[config.mk]
export PLATFORM = sky130hd
export DESIGN_NAME = timer_sched
export DESIGN_NICKNAME = d
export VERILOG_FILES = /design/src/rtl/timer_sched.sv
export SDC_FILE = /design/constraint.sdc
export NUM_CORES = 1
export LEC_CHECK = 0
export CORE_ASPECT_RATIO = 1.25
export CORE_MARGIN = 8
export CORE_UTILIZATION = 40
export CTS_CLUSTER_SIZE = 28
export DETAILED_ROUTE_END_ITERATION = 12
export PLACE_DENSITY_LB_ADDON = 0.3
export SYNTH_ARGS = -nofsm -noshare
export SYNTH_HDL_FRONTEND = slang
export SYNTH_SLANG_ARGS = --single-unit
[constraint.sdc]
create_clock -name i_clk -period 2.7 [get_ports i_clk]
set_input_delay 0.54 -clock i_clk [delete_from_list [all_inputs] [get_ports i_clk]]
set_output_delay 0.54 -clock i_clk [all_outputs]
set_load 0.01 [all_outputs]
[src/rtl/timer_sched.sv]
// timer_sched: programmable period scheduler.
// Accepts a limit/count configuration over a valid/ready handshake. Once started it
// emits a one-cycle tick every limit+1 cycles. A non-zero count ends the run with a
// done pulse on the final tick; a zero count free-runs until stopped.
`timescale 1ns/1ps

module timer_sched #(
    parameter int unsigned WIDTH = 25,
    parameter int unsigned CNT_W = 8
) (
    input  logic             i_clk,
    input  logic             i_rst_n,
    input  logic             i_cfg_valid,
    output logic             o_cfg_ready,
    input  logic [WIDTH-1:0] i_cfg_limit,
    input  logic [CNT_W-1:0] i_cfg_count,
    input  logic             i_start,
    input  logic             i_stop,
    output logic             o_busy,
    output logic             o_tick,
    output logic             o_done,
    output logic [CNT_W-1:0] o_ticks_left
);

    typedef enum logic [1:0] {
        StIdle  = 2'd0,
        StArmed = 2'd1,
        StRun   = 2'd2
    } state_e;

    state_e           r_state;
    logic [WIDTH-1:0] r_counter;
    logic [WIDTH-1:0] r_limit;
    logic [CNT_W-1:0] r_count;
    logic [CNT_W-1:0] r_ticks_left;
    logic             r_tick;
    logic             r_done;

    logic             w_cfg_fire;
    logic             w_terminal;
    logic             w_counted;
    logic             w_last;

    // Handshake and period/termination decodes
    always_comb begin
        o_cfg_ready = (r_state != StRun);
        w_cfg_fire  = i_cfg_valid && o_cfg_ready;
        w_terminal  = (r_counter == r_limit);
        w_counted   = (r_count != '0);
        // Only a counted run can finish; free-run keeps ticks_left at 0
        w_last      = w_counted && (r_ticks_left == CNT_W'(1));
    end

    // Scheduler FSM with registered tick/done pulses
    always_ff @(posedge i_clk or negedge i_rst_n) begin
        if (!i_rst_n) begin
            r_state      <= StIdle;
            r_counter    <= '0;
            r_limit      <= '0;
            r_count      <= '0;
            r_ticks_left <= '0;
            r_tick       <= 1'b0;
            r_done       <= 1'b0;
        end else begin
            r_tick <= 1'b0;
            r_done <= 1'b0;
            case (r_state)
                StIdle: begin
                    if (w_cfg_fire) begin
                        r_limit      <= i_cfg_limit;
                        r_count      <= i_cfg_count;
                        r_ticks_left <= i_cfg_count;
                        r_state      <= StArmed;
                    end
                end
                StArmed: begin
                    // A configuration transfer takes precedence over start
                    if (w_cfg_fire) begin
                        r_limit      <= i_cfg_limit;
                        r_count      <= i_cfg_count;
                        r_ticks_left <= i_cfg_count;
                    end else if (i_start && !i_stop) begin
                        r_state      <= StRun;
                        r_counter    <= '0;
                        r_ticks_left <= r_count;
                    end
                end
                StRun: begin
                    if (i_stop) begin
                        // Stop suppresses any pulse due this cycle; ticks_left holds
                        r_state   <= StArmed;
                        r_counter <= '0;
                    end else if (w_terminal) begin
                        r_counter <= '0;
                        r_tick    <= 1'b1;
                        if (w_counted && (r_ticks_left != '0)) begin
                            r_ticks_left <= r_ticks_left - CNT_W'(1);
                        end
                        if (w_last) begin
                            r_done  <= 1'b1;
                            r_state <= StArmed;
                        end
                    end else begin
                        r_counter <= r_counter + WIDTH'(1);
                    end
                end
                default: begin
                    r_state <= StIdle;
                end
            endcase
        end
    end

    // Output mapping
    always_comb begin
        o_busy       = (r_state == StRun);
        o_tick       = r_tick;
        o_done       = r_done;
        o_ticks_left = r_ticks_left;
    end

endmodule

# After elaboration in Yosys (flattened, before gate mapping)
# Cells that the tools add are included.
# classes
n_addsub	2
n_eq_ne	14
muxes	26
n_reduce_logical	15
# op_table
operator	count
$mux W25	4
$pmux W25 S2	1
$mux W8	6
$add A25 B1 Y25 const B	1
$eq A25 B25 Y1	1
$pmux W8 S3	1
$reduce_bool A8 Y1	2
$mux W2	6
$ne A2 B2 Y1 const B	5
$eq A8 B1 Y1 const B	1
$sub A8 B1 Y8 const B	1
$mux W1	7
$ne A3 B2 Y1 const B	2
$pmux W2 S3	1
$reduce_and A6 Y1	1
$reduce_and A5 Y1	1
$logic_and A1 B1 Y1	4
$ne A2 B1 Y1 const B	2
$ne A3 B3 Y1 const B	1
$reduce_and A3 Y1	1
$reduce_bool A3 Y1	1
$eq A2 B1 Y1 const B	1
$eq A2 B2 Y1 const B	1
$logic_not A2 Y1	1
4 further kinds	4
# totals
regBits	70
output_inout_bits	12
word_cells	64

# Depth between registers and ports, before layout
# logic_depth
depth_word	6
ltp_mapped	9
ltp_nobuf	8

# Worst setup path before layout
# OpenSTA, ideal clock, no wires.
# synth_path
path_type	reg2reg
startpoint	reg r_state[0]
endpoint	reg r_counter[24]
arrival_ps	1993
path_slack_ps	578
path_stages_with_launch	10
path_buffers	2
period_less_slack_ps	2122
path_cell_list	dfrtp_1 inv_1 ha_1 buf_2 o22ai_1 or4_1 buf_2 nor3_4 xnor2_1 nor2_2
# synth_lines
element	line	source
start: declaration	31	state_e r_state;
start signal: assignment	57	r_state <= StIdle;
start signal: assignment	73	r_state <= StArmed;
start signal: assignment	83	r_state <= StRun;
$eq A2 B2 Y1 (*)	n/a	
via o_busy	19	output logic o_busy,
$reduce_bool A2 Y1 (no line)	n/a	
$reduce_and A3 Y1 (no line)	n/a	
end signal: assignment	104	r_counter <= r_counter + WIDTH'(1);
end: declaration	32	logic [WIDTH-1:0] r_counter;
# Mark *: on every way through the listed nets, which the timed path passes. The rest lies on a longest branch.
# A chain may end at the register's enable or synchronous reset.

# Final worst setup path
# layout_path
startpoint	reg r_state[0]
endpoint	out o_cfg_ready
# layout_between
elab_chain_len	1
# layout_lines
element	line	source
$ne A2 B2 Y1	46	o_cfg_ready = (r_state != StRun);
end: declaration	14	output logic o_cfg_ready,
# No other way between the ends.

==> flow_summary.ini <==
[outcome]
outcome = completed

[pwr]
leakagePower_nw = 1.91
cellPowerDensity_nw_per_um2 = 1020
power_mw = 4.81
peakVddDrop_v = 0.000338

[global_route]
grt_use_total = 0.140
grt_antenna_before_repair = 0
grt_max_degree = 71
grt_first_pass_wirelength_um = 13700
grt_pass1_vias = 2906
overflow = 0

[logic_synthesis]
synth-edff-count = 0
ys_ff_latch = 70
synth-xor-area-share = 0.114
ys_seq_area_frac = 0.473
synth_adder_area_share = 0.0236
syn-cell-area_um2 = 3700
synth_compound_area_frac = 0.0912
synth_top_family_by_area = simple AND/OR/NAND/NOR gates
synth_simple_gate_area_frac = 0.152
synth_cell_types = 45
synthCells = 346
yosysWarnings = 0
async_flop_share = 1.00
synth_mux_area_frac = 0.120
synthFlopType = dfrtp_1
avgSynthCellArea_um2 = 10.7
syn-num-nets = 391

[cts]
post_cts_buffers = 0
cts_buffers = 9
postCtsHoldBufs = 0
htreeDepth = 3
cts_resized = 0
cts.clk_slew.worst_paths_ns = 0.06
clock_sinks = 70
clockBufferDepth = 2
clkLatencyLatePin_ns = 0.33
cts-root-buf = clkbuf_16
cts_tree = done

[timing]
timing.fmax_ghz = 0.414
min_period_ns = 2.41
period_share = 0.894
maxSlewViolCount = 0
worst_pin_slew_ns = 0.634
fin_skew_ns = 0.00705
finalSetupViolations = 0
hold_viol_final = 0
rsz0062_at_grt = no
relSlewSlack = 0.574
fin_setup_tns_ns = 0
whs_ns = 0.227

[detailed_routing]
vias_per_cell = 5.32
wl_um = 8420
wl_per_cell_um = 15.7
drtIter0Drc = 114
drt_pass1_iterations = 4
drc = 0
vias = 2844
final_antenna_net_count = 0

[placed_design]
routabilityCongestion = 0.968
dp_cells = 519
hpwl_um = 6370
portBuffers = 49
placed_cell_area_um2 = 4410

[setup_path]
crit_chain = inv_1 > ha_1 > buf_4 > inv_1 > clkdlybuf4s50_1
worst_path_max_delay_cell = clkdlybuf4s50_1
critPathKind = flop to output port
critical_path_arrival_ns = 1.87
worstSetupEndpoint = o_cfg_ready
worstPathMaxFanout = 11
cpMostUsedCell = inv_1
cp.required_ns = 2.16
crit_path_start_kind = flop
reg2reg_slack_ns = 0.38
r2r_start = r_state[1]
cp-startpoint = r_state[0]
reg2regPathDepth = 8
slowest_delay_ns = 0.56
r2r-end = r_counter[24]
critical_path.endpoint_type = output port

[cells_and_area]
final_cells = 535
finalInstanceArea_um2 = 4700
nets = 452
drive_above_1_share = 0.170
syn_to_final_growth_pct = 27.0
fillers = 847
diodes = 0

[run]
maxCapViolCount = 0

[die]
ios = 50
start_util = 0.408
die_w_um = 102
fp-row-count = 39
dieArea_um2 = 12600
core_area_um2 = 9080
dieHeight_um = 124

[worst_hold_path]
min_path_type = input port to asynchronous set/reset pin
[cell usage in the layout (no fill, tap or decap), types with 3 or more instances in the layout]
cell type	synthesis	routed
nand3_1	8	8
o22ai_1	5	5
ha_1	7	7
xnor2_1	38	38
a222oi_1	4	4
buf_4	0	12
nand2_1	18	18
mux2_2	34	34
clkinv_2	0	3
or4_1	3	3
clkdlybuf4s50_1	0	48
inv_1	9	9
dfrtp_1	70	70
nand2b_1	4	4
nor2_1	38	38
mux2i_1	5	5
xor2_1	10	10
and3_1	3	3
clkbuf_16	0	9
nor2b_1	4	4
a22o_1	8	8
and4_1	3	3
nor3_1	9	9
a21oi_1	6	6
nand4_1	7	7
a31oi_1	3	3
o21ai_0	9	9
nor4_1	7	7
[sequential cells by signal, indices dropped and copies added, names as in the netlist]
name / flops
r_limit: 25
o_tick: 1
o_done: 1
o_ticks_left: 8
r_count: 8
r_state: 2
r_counter: 25
[final cells by class]
type,count,area [µm²],area share
inverters,10,37.5,0.00798
repair buffers,63,616,0.131
clock inverters,6,62.6,0.0133
well taps,123,154,0.0327
clock buffers,10,229,0.0487
flip-flops and latches,70,1750,0.373
multi-input cells,253,1850,0.394
[layer usage]
layer / vias to the layer above / track usage / part of all wire / routed length, µm
met4: 0 / 0.0837 / 0.035 / 293
met2: 87 / 0.236 / 0.51 / 4250
met5: - / 0 / 0 / 0
met1: 1378 / 0.158 / 0.40 / 3400
li1: 1353 / - / - / -
met3: 26 / 0.0324 / 0.056 / 472
[metrics by stage]
step,setup WS [ns],util
2_1_floorplan,0.578,-
3_3_place_gp,0.110,0.486
3_5_place_dp,0.0913,0.486
4_1_cts,0.273,0.518
5_1_grt,0.184,0.518
6_report,0.287,0.518
[logic make-up after synthesis]
logic type / count (synthesis)
buf+inv: 23
simple gates: 111
flops: 70
mux: 40
fa+ha+maj: 7
compound gates: 47
xor+xnor: 48
[Yosys cell counts (7+ instances only)]
master    count  share of area
dfrtp_1      70           0.47
nor2_1       38          0.039
xnor2_1      38          0.090
mux2_2       34           0.10
nand2_1      18          0.018
xor2_1       10          0.024
inv_1         9         0.0091
nor3_1        9          0.012
o21ai_0       9          0.012
a22o_1        8          0.019
nand3_1       8          0.011
clkbuf_1      7         0.0071
ha_1          7          0.024
nand4_1       7          0.012
nor4_1        7          0.012
[how the worst min path moves through the flow]
stage,slack (ns),depth (start not counted),end
6_report,0.23,2,o_done
3_3_place_gp,0.51,1,r_count[6]
4_1_cts,0.24,2,o_done
2_1_floorplan,0.24,0,o_done
5_1_grt,0.25,2,r_state[0]
3_5_place_dp,0.52,1,r_count[6]
[power by group]
| part | total [mW] | switching (mW) | internal, mW |
|---|---|---|---|
| sequential | 1.67 | 0.270 | 1.40 |
| combinational | 2.00 | 0.956 | 1.04 |
| clock | 1.15 | 0.437 | 0.713 |
[critical path, delay by kind of cell (launching register included)]
family,cells,cell delay [ns]
buffers and inverters,4,0.95
adder cells (fa/ha/maj),1,0.21
flip-flops,1,0.39
No activity file was read; power rests on OpenSTA's default activity.
